**src/rtl/pa_dtu_pcfifo_rdr_pkg.sv**
```systemverilog
// rtl/pa_dtu_pcfifo_rdr_pkg.sv - shared DTU defines for the PC-FIFO dump reader
package pa_dtu_pcfifo_rdr_pkg;

  // PC-FIFO geometry and its debug-register read port
  localparam int          TDT_PCFIFO_DEPTH     = 8;
  localparam int          TDT_PCFIFO_PTR_WIDTH = 3;
  localparam logic [11:0] TDT_PCFIFO_ADDR      = 12'hfe2;

  // Dump reader FSM encodings
  typedef enum logic [1:0] {
    ST_IDLE = 2'd0,
    ST_READ = 2'd1,
    ST_PUSH = 2'd2,
    ST_DONE = 2'd3
  } rdr_state_e;

endpackage

```
**src/rtl/pa_dtu_pcfifo_rdr.sv**
```systemverilog
// rtl/pa_dtu_pcfifo_rdr.sv - drains the PC FIFO entry by entry onto a valid/ready dump stream
module pa_dtu_pcfifo_rdr
  import pa_dtu_pcfifo_rdr_pkg::*;
#(
  parameter int          DEPTH       = TDT_PCFIFO_DEPTH,
  parameter logic [11:0] PCFIFO_ADDR = TDT_PCFIFO_ADDR
) (
  input  logic        forever_cpuclk,
  input  logic        cpurst_b,
  input  logic        dm_dtu_dump_req,
  input  logic        rtu_dtu_halted,
  input  logic        cp0_dtu_pcfifo_frz,
  input  logic [31:0] pcfifo_regs_data,
  output logic        rdr_dtu_rreg,
  output logic [11:0] rdr_dtu_addr,
  output logic        pcdump_vld,
  output logic [31:0] pcdump_data,
  output logic        pcdump_first,
  output logic        pcdump_last,
  input  logic        pcdump_rdy,
  output logic        rdr_busy,
  output logic        rdr_done,
  output logic        rdr_err
);

  localparam int               PTR_W    = (DEPTH > 1) ? $clog2(DEPTH) : 1;
  localparam logic [PTR_W-1:0] LAST_IDX = PTR_W'(DEPTH - 1);

  rdr_state_e       r_state;
  rdr_state_e       w_next_state;
  logic [PTR_W-1:0] r_cnt;
  logic [31:1]      r_hold;   // bit0 is the oldest-entry marker and is never forwarded
  logic             r_err;
  logic             r_rej;    // one-cycle done/err pulse for a dropped request

  logic w_req_ok;
  logic w_abort;
  logic w_start;
  logic w_rreg;
  logic w_cnt_inc;
  logic w_set_err;
  logic w_reject;
  logic w_push;

  // A dump may only start, and may only continue, while halted and not frozen
  assign w_req_ok = rtu_dtu_halted && !cp0_dtu_pcfifo_frz;
  assign w_abort  = !w_req_ok;

  // Next-state and per-cycle control decode
  always_comb begin
    w_next_state = r_state;
    w_start      = 1'b0;
    w_rreg       = 1'b0;
    w_cnt_inc    = 1'b0;
    w_set_err    = 1'b0;
    w_reject     = 1'b0;
    case (r_state)
      ST_IDLE: begin
        if (dm_dtu_dump_req) begin
          if (w_req_ok) begin
            w_start      = 1'b1;
            w_next_state = ST_READ;
          end else begin
            w_reject = 1'b1;
          end
        end
      end
      ST_READ: begin
        if (w_abort) begin
          // Suppress the strobe so a frozen/unhalted FIFO pointer is left alone
          w_set_err    = 1'b1;
          w_next_state = ST_DONE;
        end else begin
          w_rreg = 1'b1;
          if ((r_cnt == '0) && !pcfifo_regs_data[0]) begin
            // Read pointer was not on the oldest entry: nothing trustworthy to dump
            w_set_err    = 1'b1;
            w_next_state = ST_DONE;
          end else begin
            if ((r_cnt != '0) && pcfifo_regs_data[0]) begin
              w_set_err = 1'b1;
            end
            w_next_state = ST_PUSH;
          end
        end
      end
      ST_PUSH: begin
        if (w_abort) begin
          w_set_err    = 1'b1;
          w_next_state = ST_DONE;
        end else if (pcdump_rdy) begin
          w_cnt_inc    = 1'b1;
          w_next_state = (r_cnt == LAST_IDX) ? ST_DONE : ST_READ;
        end
      end
      ST_DONE: begin
        w_next_state = ST_IDLE;
      end
      default: begin
        w_next_state = ST_IDLE;
      end
    endcase
  end

  // FSM state register
  always_ff @(posedge forever_cpuclk or negedge cpurst_b) begin
    if (!cpurst_b) begin
      r_state <= ST_IDLE;
    end else begin
      r_state <= w_next_state;
    end
  end

  // Entry counter: cleared on an accepted request, advanced on each accepted entry
  always_ff @(posedge forever_cpuclk or negedge cpurst_b) begin
    if (!cpurst_b) begin
      r_cnt <= '0;
    end else if (w_start) begin
      r_cnt <= '0;
    end else if (w_cnt_inc) begin
      r_cnt <= r_cnt + 1'b1;
    end
  end

  // Holding register captures the FIFO word in the same cycle as the read strobe
  always_ff @(posedge forever_cpuclk or negedge cpurst_b) begin
    if (!cpurst_b) begin
      r_hold <= '0;
    end else if (w_rreg) begin
      r_hold <= pcfifo_regs_data[31:1];
    end
  end

  // Sticky dump error plus the one-cycle rejection pulse
  always_ff @(posedge forever_cpuclk or negedge cpurst_b) begin
    if (!cpurst_b) begin
      r_err <= 1'b0;
      r_rej <= 1'b0;
    end else begin
      r_rej <= w_reject;
      if (w_start) begin
        r_err <= 1'b0;
      end else if (w_set_err) begin
        r_err <= 1'b1;
      end
    end
  end

  // An aborting PUSH withdraws valid so the dropped entry cannot be handshaken
  assign w_push       = (r_state == ST_PUSH) && !w_abort;

  assign rdr_dtu_rreg = w_rreg;
  assign rdr_dtu_addr = w_rreg ? PCFIFO_ADDR : 12'h000;
  assign pcdump_vld   = w_push;
  assign pcdump_data  = {r_hold, 1'b0};
  assign pcdump_first = w_push && (r_cnt == '0);
  assign pcdump_last  = w_push && (r_cnt == LAST_IDX);
  assign rdr_busy     = (r_state != ST_IDLE);
  assign rdr_done     = (r_state == ST_DONE) || r_rej;
  assign rdr_err      = r_err || r_rej;

endmodule

```
**config.mk**
```make
export PLATFORM = sky130hd
export DESIGN_NAME = pa_dtu_pcfifo_rdr
export DESIGN_NICKNAME = d
export VERILOG_FILES = /design/src/rtl/pa_dtu_pcfifo_rdr_pkg.sv /design/src/rtl/pa_dtu_pcfifo_rdr.sv
export SDC_FILE = /design/constraint.sdc
export NUM_CORES = 1
export LEC_CHECK = 0
export BUFFER_PORTS_ARGS = -buffer_cell sky130_fd_sc_hd__buf_2
export CORE_ASPECT_RATIO = 1.1
export CORE_MARGIN = 2
export CORE_UTILIZATION = 50
export CTS_BUF_LIST = sky130_fd_sc_hd__clkbuf_2 sky130_fd_sc_hd__clkbuf_4 sky130_fd_sc_hd__clkbuf_8
export CTS_CLUSTER_SIZE = 14
export DETAILED_ROUTE_END_ITERATION = 10
export PLACE_DENSITY_LB_ADDON = 0.25
export SYNTH_ARGS = -nofsm -noshare
export SYNTH_HDL_FRONTEND = slang
export SYNTH_SLANG_ARGS = --single-unit
```
**constraint.sdc**
```tcl
create_clock -name forever_cpuclk -period 2.51 [get_ports forever_cpuclk]
set_input_delay 0.502 -clock forever_cpuclk [delete_from_list [all_inputs] [get_ports forever_cpuclk]]
set_output_delay 0.502 -clock forever_cpuclk [all_outputs]
set_load 0.1 [all_outputs]
```
==> impl_metrics.tcl, run 1 <==
set metrics [dict create \
    core_um2 3680 \
    worstPathCellList "inv_1, ha_1, nand2_8, clkinvlp_4, buf_12" \
    relSlewSlack 0.450 \
    grt_pass1_wl_mm 6.35 \
    synthMuxAreaShare 0.245 \
    clock_path_buffers 2 \
    synth.avg_cell_area_um2 14.1 \
    dp_cells 259 \
    vias_per_cell 4.80 \
    drtIter0Drc 42 \
    ys_ff_latch 38 \
    routabilityCongestion 0.736 \
    setup_viol_count_final 0 \
    clock-root-buffer "clkbuf_8" \
    detail-route-antenna-nets 0 \
    gr-total-overflow 0 \
    drv_cap 0 \
    startpoint_type "flip-flop" \
    multi_input_area_um2 807 \
    dp_hpwl_mm 2.81 \
    antenna_found_initial 0 \
    path_depth 5 \
    fp.dieW_um 63.5 \
    n_antenna_cell 0 \
    path_buf_inv 3 \
    clk_pin_slew_ns 0.08 \
    final_cells 267 \
    fmax_mhz 430 \
    cpPeakStageDelay_ns 0.40 \
    nNetsFinal 263 \
    syn_inst 138 \
    critPathKind "reg -> out" \
    slew_violations 0 \
    synth-compound-area-share 0.0257 \
    htree_num_levels 2 \
    n_fill_cell 308 \
    cts_tree "built" \
    dpl_worst_slack_ns 0.470 \
    timing_hold_violations_final 0 \
    vias 1281 \
    layout_min_cycle_time_ns 2.33 \
    syn2layout_area_growth_pct 29.0 \
    drc 0 \
    cp.arrival_ns 1.82 \
    synthSimpleGateAreaFrac 0.0712 \
    cts.sinks 38 \
    layout-drive-gt1-share 0.604 \
    cp_slowest_cell "dfrtp_1" \
    synth_top_family_by_area "multiplexers" \
    initial_utilization 0.529 \
    worstPathRequired_ns 2.01 \
    ff2ff_path_depth 5 \
    track_usage 0.185 \
    post-cts-setup-buffer-count 0 \
    portBuffers 83 \
    ys_types 26 \
    setup_ws_ns 0.184 \
    seq_area_um2 951 \
    hold_path.class "in -> async" \
    drt_wl_total_mm 3.75 \
    routedWlPerCell_um 14.0 \
    clkLatencyLatePin_ns 0.29 \
    synth_fa_ha_area_frac 0.0578 \
    cts_hold_buf 0 \
    worstSetupEndpointType "primary output" \
    fin_tns_setup_ns 0 \
    finClkSkew_ns 0.00670 \
    cts_inserted_buffers 5 \
    grt_pass1_vias 1352 \
    grt_max_degree 39 \
    finalCritPeriodShare 0.927 \
    rsz0062_at_grt "false" \
    rows 23 \
    path_max_fanout 9 \
    synth_area_um2 1950 \
    critPathTopFamily "buffers and inverters" \
    io_pins 89 \
    dieHeight_um 69.5 \
    yosysSeqAreaShare 0.488 \
    dr.pass1.iters 4 \
    synthXorXnorAreaFrac 0.00449 \
    status "complete, no violations" \
    cts_resized 0 \
    die_area_um2 4410 \
    synth_warnings 0 \
    worst_slew_pin_slew_ns 0.826 \
]
[state kept, by name, indices dropped and copies added, names as in the netlist]
signal   count
r_hold      31
r_cnt        3
r_state      2
r_err        1
r_rej        1
[final cells by class]
class	count	area share
clock buffer	6	0.0328
sequential	38	0.378
inverter	10	0.0164
multi-input combinational	77	0.321
timing repair buffer	84	0.222
clock inverter	2	0.00498
tap	50	0.0249
[cells in the mapped netlist]
cell type / instances / area [um2]
a21oi_1: 2 / 10.0
a22oi_1: 2 / 15.0
a2bb2oi_1: 1 / 8.76
and3_2: 3 / 22.5
buf_12: 3 / 60.1
buf_4: 13 / 97.6
buf_6: 1 / 11.3
conb_1: 1 / 3.75
dfrtp_1: 38 / 951
ha_1: 9 / 113
inv_1: 10 / 37.5
mux2_2: 2 / 22.5
mux2_4: 29 / 435
mux2i_1: 2 / 20.0
nand2_1: 1 / 3.75
nand2_8: 1 / 20.0
nand3_1: 2 / 10.0
nand3b_1: 3 / 22.5
nor2_1: 6 / 22.5
nor2b_1: 1 / 6.26
nor2b_4: 1 / 13.8
nor3_1: 1 / 5.00
o21ai_0: 2 / 10.0
o22ai_1: 1 / 6.26
or2_2: 2 / 12.5
xnor2_1: 1 / 8.76
[worst paths after layout]
check                                       startpoint                     end  slack (ns)
worst max-delay path            r_state[1]$_DFFE_PN0P_         rdr_dtu_addr[5]        0.18
worst min-delay path                          cpurst_b  r_hold[24]$_DFFE_PN0P_        0.31
worst max register to register  r_state[1]$_DFFE_PN0P_  r_hold[23]$_DFFE_PN0P_        0.65
worst min register to register  r_hold[20]$_DFFE_PN0P_  r_hold[20]$_DFFE_PN0P_        0.51
max in group asynchronous                     cpurst_b    r_cnt[2]$_DFFE_PN0P_        1.68
min in group forever_cpuclk       pcfifo_regs_data[13]  r_hold[13]$_DFFE_PN0P_        0.44
[layout by cell type, fill, tap and decap left out, types with 5 or more instances in the layout]
cell and instances:
clkbuf_8 6, buf_2 74, mux2_4 29, ha_1 9, nor2_1 6, dfrtp_1 38
conb_1 5, buf_12 9, inv_1 9
[through the flow]
step                      hold slack [ns]  utilization  area (um2)
after floorplan                     0.206            -        1970
after CTS                           0.339        0.683        2510
after global routing                0.363        0.683        2510
after global placement              0.485        0.657        2420
final                               0.308        0.683        2510
after detailed placement            0.486        0.657        2420
[metal layers]
| layer | share of wire | up-vias | global-route usage |
|---|---|---|---|
| met2 | 0.51 | 60 | 0.317 |
| met5 | 0 | - | 0 |
| li1 | - | 599 | - |
| met1 | 0.39 | 615 | 0.217 |
| met3 | 0.087 | 7 | 0.0552 |
| met4 | 0.016 | 0 | 0.0725 |
[worst register-to-register path, delay by kind of cell (launching register included)]
family	cells	cell delay, ns
buffers and inverters	2	0.57
muxes	1	0.41
DFF	1	0.40
adders and majority gates	1	0.29
and+or+nand+nor	1	0.09
[logic make-up (layout without fill, tap and decap cells)]
family,Yosys count,after routing
AOI/OAI and AO/OA,8,8
xor gates and xnor gates,1,1
adders and majority gates,9,9
buffers and inverters,27,102
DFF,38,38
muxes,33,33
other,1,5
and+or+nand+nor,21,21
Power of run 1 is not shown: default switching activity piles up to over one toggle a cycle in this logic, so the estimate is an artifact.
==> inputs of run 2 (changes only) <==
--- a/config.mk
+++ b/config.mk
@@ -10,8 +10,9 @@
 export CORE_MARGIN = 2
 export CORE_UTILIZATION = 50
-export CTS_BUF_LIST = sky130_fd_sc_hd__clkbuf_2 sky130_fd_sc_hd__clkbuf_4 sky130_fd_sc_hd__clkbuf_8
+export CTS_BUF_LIST = sky130_fd_sc_hd__clkbuf_16
 export CTS_CLUSTER_SIZE = 14
 export DETAILED_ROUTE_END_ITERATION = 10
 export PLACE_DENSITY_LB_ADDON = 0.25
+export REMOVE_ABC_BUFFERS = 1
 export SYNTH_ARGS = -nofsm -noshare
 export SYNTH_HDL_FRONTEND = slang
==> constraint.sdc (replaced) <==
create_clock -name forever_cpuclk -period 2.51 [get_ports forever_cpuclk]
set_input_delay 0.6275 -clock forever_cpuclk [delete_from_list [all_inputs] [get_ports forever_cpuclk]]
set_output_delay 0.6275 -clock forever_cpuclk [all_outputs]
set_load 0.1 [all_outputs]
==> impl_metrics.tcl, run 2 (synthesis results as in run 1) <==
set metrics [dict create \
    status "complete, no violations" \
    portBuffers 83 \
    largest_reg_flops 31 \
    layout-drive-gt1-share 0.601 \
    met2_usage 0.340 \
    drt_wl_total_mm 4.01 \
    antenna_found_initial 0 \
    nNetsFinal 264 \
    worstPathCellList "inv_1, ha_1, nand2_8, inv_1, buf_12, buf_12" \
    mostFrequentLayoutCell "buf_2" \
    grt.busiest_layer "met2" \
    layout_min_cycle_time_ns 2.36 \
    rsz0062_at_grt "false" \
    worstPathRequired_ns 1.88 \
    dp_hpwl_mm 2.93 \
    detail-route-antenna-nets 0 \
    rows 23 \
    core_um2 3680 \
    cts.sinks 38 \
    die_area_um2 4410 \
    mostFrequentLayoutCells "buf_2, dfrtp_1, mux2_4" \
    clkLatencyLatePin_ns 0.28 \
    fp.dieW_um 63.5 \
    fmax_mhz 424 \
    track_usage 0.203 \
    syn2layout_area_growth_pct 36.5 \
    worstSetupEndpointType "primary output" \
    cts_resized 0 \
    path_max_fanout 9 \
    finalCritPeriodShare 0.939 \
    timing_hold_violations_final 0 \
    post-cts-setup-buffer-count 0 \
    vias 1283 \
    top_regs "r_hold x31, r_cnt x3, r_state x2" \
    routabilityCongestion 0.823 \
    gr-total-overflow 0 \
    cts_hold_buf 0 \
    htree_num_levels 2 \
    io_pins 89 \
    n_antenna_cell 0 \
    startpoint_type "flip-flop" \
    drtIter0Drc 81 \
    critPathKind "reg -> out" \
    cpPeakStageDelay_ns 0.42 \
    dr.pass1.iters 4 \
    worst_slew_pin_slew_ns 0.819 \
    clk_pin_slew_ns 0.06 \
    dieHeight_um 69.5 \
    hold_path.class "in -> async" \
    cp.arrival_ns 1.73 \
    top_register "r_hold" \
    relSlewSlack 0.454 \
    drv_cap 0 \
    clock-root-buffer "clkbuf_16" \
    drc 0 \
    routedWlPerCell_um 14.9 \
    grt_max_degree 39 \
    met1_usage 0.220 \
    initial_utilization 0.529 \
    cp_slowest_cell "dfrtp_1" \
    grt_pass1_vias 1370 \
    fin_tns_setup_ns 0 \
    use_met3 0.0666 \
    grt_pass1_wl_mm 6.69 \
    ff2ff_path_depth 5 \
    vias_per_cell 4.79 \
    clock_path_buffers 2 \
    setup_viol_count_final 0 \
    slew_violations 0 \
    cts_tree "built" \
    finClkSkew_ns 0.00586 \
    cts_inserted_buffers 5 \
]
run 2: cell count changes in the layout (fill, tap and decap cells not counted), sizes merged:
cell / previous run / this run
buf: 84 / 85
clkinvlp: 2 / 0
inv: 9 / 10
clkbuf: 6 / 5
bufinv: 0 / 2
run 2: stage by stage:
| step | std cells | setup slack [ns] | util | hold slack [ns] | area, um2 |
|---|---|---|---|---|---|
| after detailed placement | 260 | 0.328 | 0.669 | 0.489 | 2470 |
| after floorplan | 125 | -4.37 | - | 0.332 | 1800 |
| after global placement | 260 | 0.361 | 0.669 | 0.485 | 2470 |
| final | 268 | 0.152 | 0.722 | 0.439 | 2660 |
| after global routing | 268 | 0.0545 | 0.722 | 0.496 | 2660 |
| after CTS | 268 | 0.147 | 0.722 | 0.462 | 2660 |
run 2: final timing paths:
check | from | slack [ns] | to
min | cpurst_b | 0.44 | r_hold[14]$_DFFE_PN0P_
max | r_state[1]$_DFFE_PN0P_ | 0.15 | rdr_dtu_rreg
min in group forever_cpuclk | r_hold[13]$_DFFE_PN0P_ | 0.50 | r_hold[13]$_DFFE_PN0P_
min reg2reg | r_hold[13]$_DFFE_PN0P_ | 0.50 | r_hold[13]$_DFFE_PN0P_
max in group asynchronous | cpurst_b | 1.55 | r_hold[6]$_DFFE_PN0P_
max reg2reg | r_state[1]$_DFFE_PN0P_ | 0.62 | r_hold[23]$_DFFE_PN0P_
run 2: worst max-delay path: cells and delay by family (launching register included):
kind	cells	cell delay [ns]
buf+inv	4	0.60
flops	1	0.42
fa+ha+maj	1	0.34
simple gates	1	0.06
run 2: per-layer routing:
metal | wire length, um | vias to the layer above
met2 | 2080 | 57
met1 | 1540 | 614
met5 | 0 | -
met4 | 142 | 0
met3 | 238 | 11
li1 | - | 601
run 2: layout make-up:
class	count	area, um2
fillers	296	1020
multi-input cells	77	807
clock buffers	5	125
clock inverters	3	68.8
inverters	10	37.5
flip-flops and latches	38	951
repair buffers	85	608
well taps	50	62.6
Power of run 2 is left out for the same reason.
==> inputs of run 3 (changes only) <==
==> constraint.sdc (replaced) <==
create_clock -name forever_cpuclk -period 2.51 [get_ports forever_cpuclk]
set_input_delay 0.502 -clock forever_cpuclk [delete_from_list [all_inputs] [get_ports forever_cpuclk]]
set_output_delay 0.502 -clock forever_cpuclk [all_outputs]
set_load 0.1 [all_outputs]
==> impl_metrics.tcl, run 3 (synthesis results as in run 1) <==
set metrics [dict create \
    initial_utilization 0.529 \
    mostFrequentLayoutCells "buf_2, dfrtp_1, mux2_4" \
    rows 23 \
    dr.pass1.iters 4 \
    die_area_um2 4410 \
    largest_reg_flops 31 \
    rsz0062_at_grt "false" \
    relSlewSlack 0.453 \
    dp_hpwl_mm 3.11 \
    clk_pin_slew_ns 0.06 \
    r2r_setup_slack_ns 0.63 \
    drc 0 \
    finClkSkew_ns 0.00465 \
    setup_ws_ns 0.209 \
    track_usage 0.203 \
    routedWlPerCell_um 15.4 \
    antenna_found_initial 0 \
    top_register "r_hold" \
    slew_violations 0 \
    worstPathRequired_ns 2.01 \
    cpMostUsedCell "inv_1" \
    startpoint_type "flip-flop" \
    path_buf_inv 4 \
    dpl_worst_slack_ns 0.469 \
    ff2ff_path_depth 5 \
    clock_path_buffers 2 \
    fp.dieW_um 63.5 \
    detail-route-antenna-nets 0 \
    worst_slew_pin_slew_ns 0.821 \
    grt_max_degree 39 \
    gr-total-overflow 0 \
    hold_path.class "in -> async" \
    core_um2 3680 \
    drv_cap 0 \
    worstPathCellList "inv_1, ha_1, nand2_8, inv_1, buf_4, buf_12" \
    cpPeakStageDelay_ns 0.41 \
    cts_hold_buf 0 \
    r2r-start "r_state[1]$_DFFE_PN0P_" \
    critPathKind "reg -> out" \
    io_pins 89 \
    cts.sinks 38 \
    drt_wl_total_mm 4.13 \
    fmax_mhz 435 \
    n_antenna_cell 0 \
    status "complete, no violations" \
    cts_resized 0 \
    htree_num_levels 2 \
    vias_per_cell 4.86 \
    drtIter0Drc 42 \
    cp_slowest_cell "dfrtp_1" \
    whs_ns 0.322 \
    routabilityCongestion 0.785 \
    top_regs "r_hold x31, r_cnt x3, r_state x2" \
    mostFrequentLayoutCell "buf_2" \
    r2r_end "r_hold[23]$_DFFE_PN0P_" \
    cts_inserted_buffers 5 \
    grt_pass1_vias 1392 \
    portBuffers 83 \
    layout-drive-gt1-share 0.596 \
    layout_min_cycle_time_ns 2.30 \
    post-cts-setup-buffer-count 0 \
    clkLatencyLatePin_ns 0.28 \
    timing_hold_violations_final 0 \
    cts_tree "built" \
    grt_pass1_wl_mm 6.86 \
    path_max_fanout 9 \
    nNetsFinal 264 \
    worstSetupEndpointType "primary output" \
    clock-root-buffer "clkbuf_16" \
    dieHeight_um 69.5 \
    vias 1303 \
    finalCritPeriodShare 0.917 \
    cp.arrival_ns 1.80 \
    setup_viol_count_final 0 \
    critPathTopFamily "buffers and inverters" \
    syn2layout_area_growth_pct 31.6 \
]
run 3: how the worst max path moves through the flow:
| stage | start | end | cells after the start | slack (ns) |
|---|---|---|---|---|
| final | r_state[1]$_DFFE_PN0P_ | rdr_dtu_addr[11] | 6 | 0.21 |
| after CTS | r_state[1]$_DFFE_PN0P_ | rdr_dtu_addr[11] | 6 | 0.21 |
| after detailed placement | rtu_dtu_halted | pcdump_first | 4 | 0.47 |
| after global placement | rtu_dtu_halted | pcdump_first | 4 | 0.51 |
| after floorplan | r_state[1]$_DFFE_PN0P_ | rdr_dtu_addr[10] | 4 | -4.17 |
| after global routing | r_state[1]$_DFFE_PN0P_ | rdr_dtu_addr[8] | 6 | 0.10 |
run 3: worst reg2reg max path, cell delays in order, from the launching register on:
cell     delay, ns
dfrtp_1       0.39
inv_1         0.12
ha_1          0.30
nand2_8       0.09
buf_4         0.46
mux2_2        0.41
run 3: area by class of cell:
type,instances,area [um2]
fill,282,1120
sequential,38,951
multi-input combinational,77,807
timing repair buffer,85,566
clock buffer,5,125
tap,50,62.6
inverter,10,37.5
clock inverter,3,16.3
run 3: metrics by stage:
stage | utilization | TNS (ns) | cells | instance area [um2]
final | 0.696 | 0 | 268 | 2560
after detailed placement | 0.658 | 0 | 260 | 2420
after CTS | 0.696 | 0 | 268 | 2560
after global placement | 0.658 | 0 | 260 | 2420
after global routing | 0.696 | 0 | 268 | 2560
after floorplan | - | -37.51 | 125 | 1800
run 3: routing by layer:
metal	vias to the layer above	routed length, um	track usage	share of wire
met3	12	226	0.0601	0.055
met1	640	1560	0.227	0.38
li1	599	-	-	-
met2	52	2230	0.353	0.54
met4	0	114	0.0894	0.028
met5	-	0	0	0
Power of run 3 is left out for the same reason.
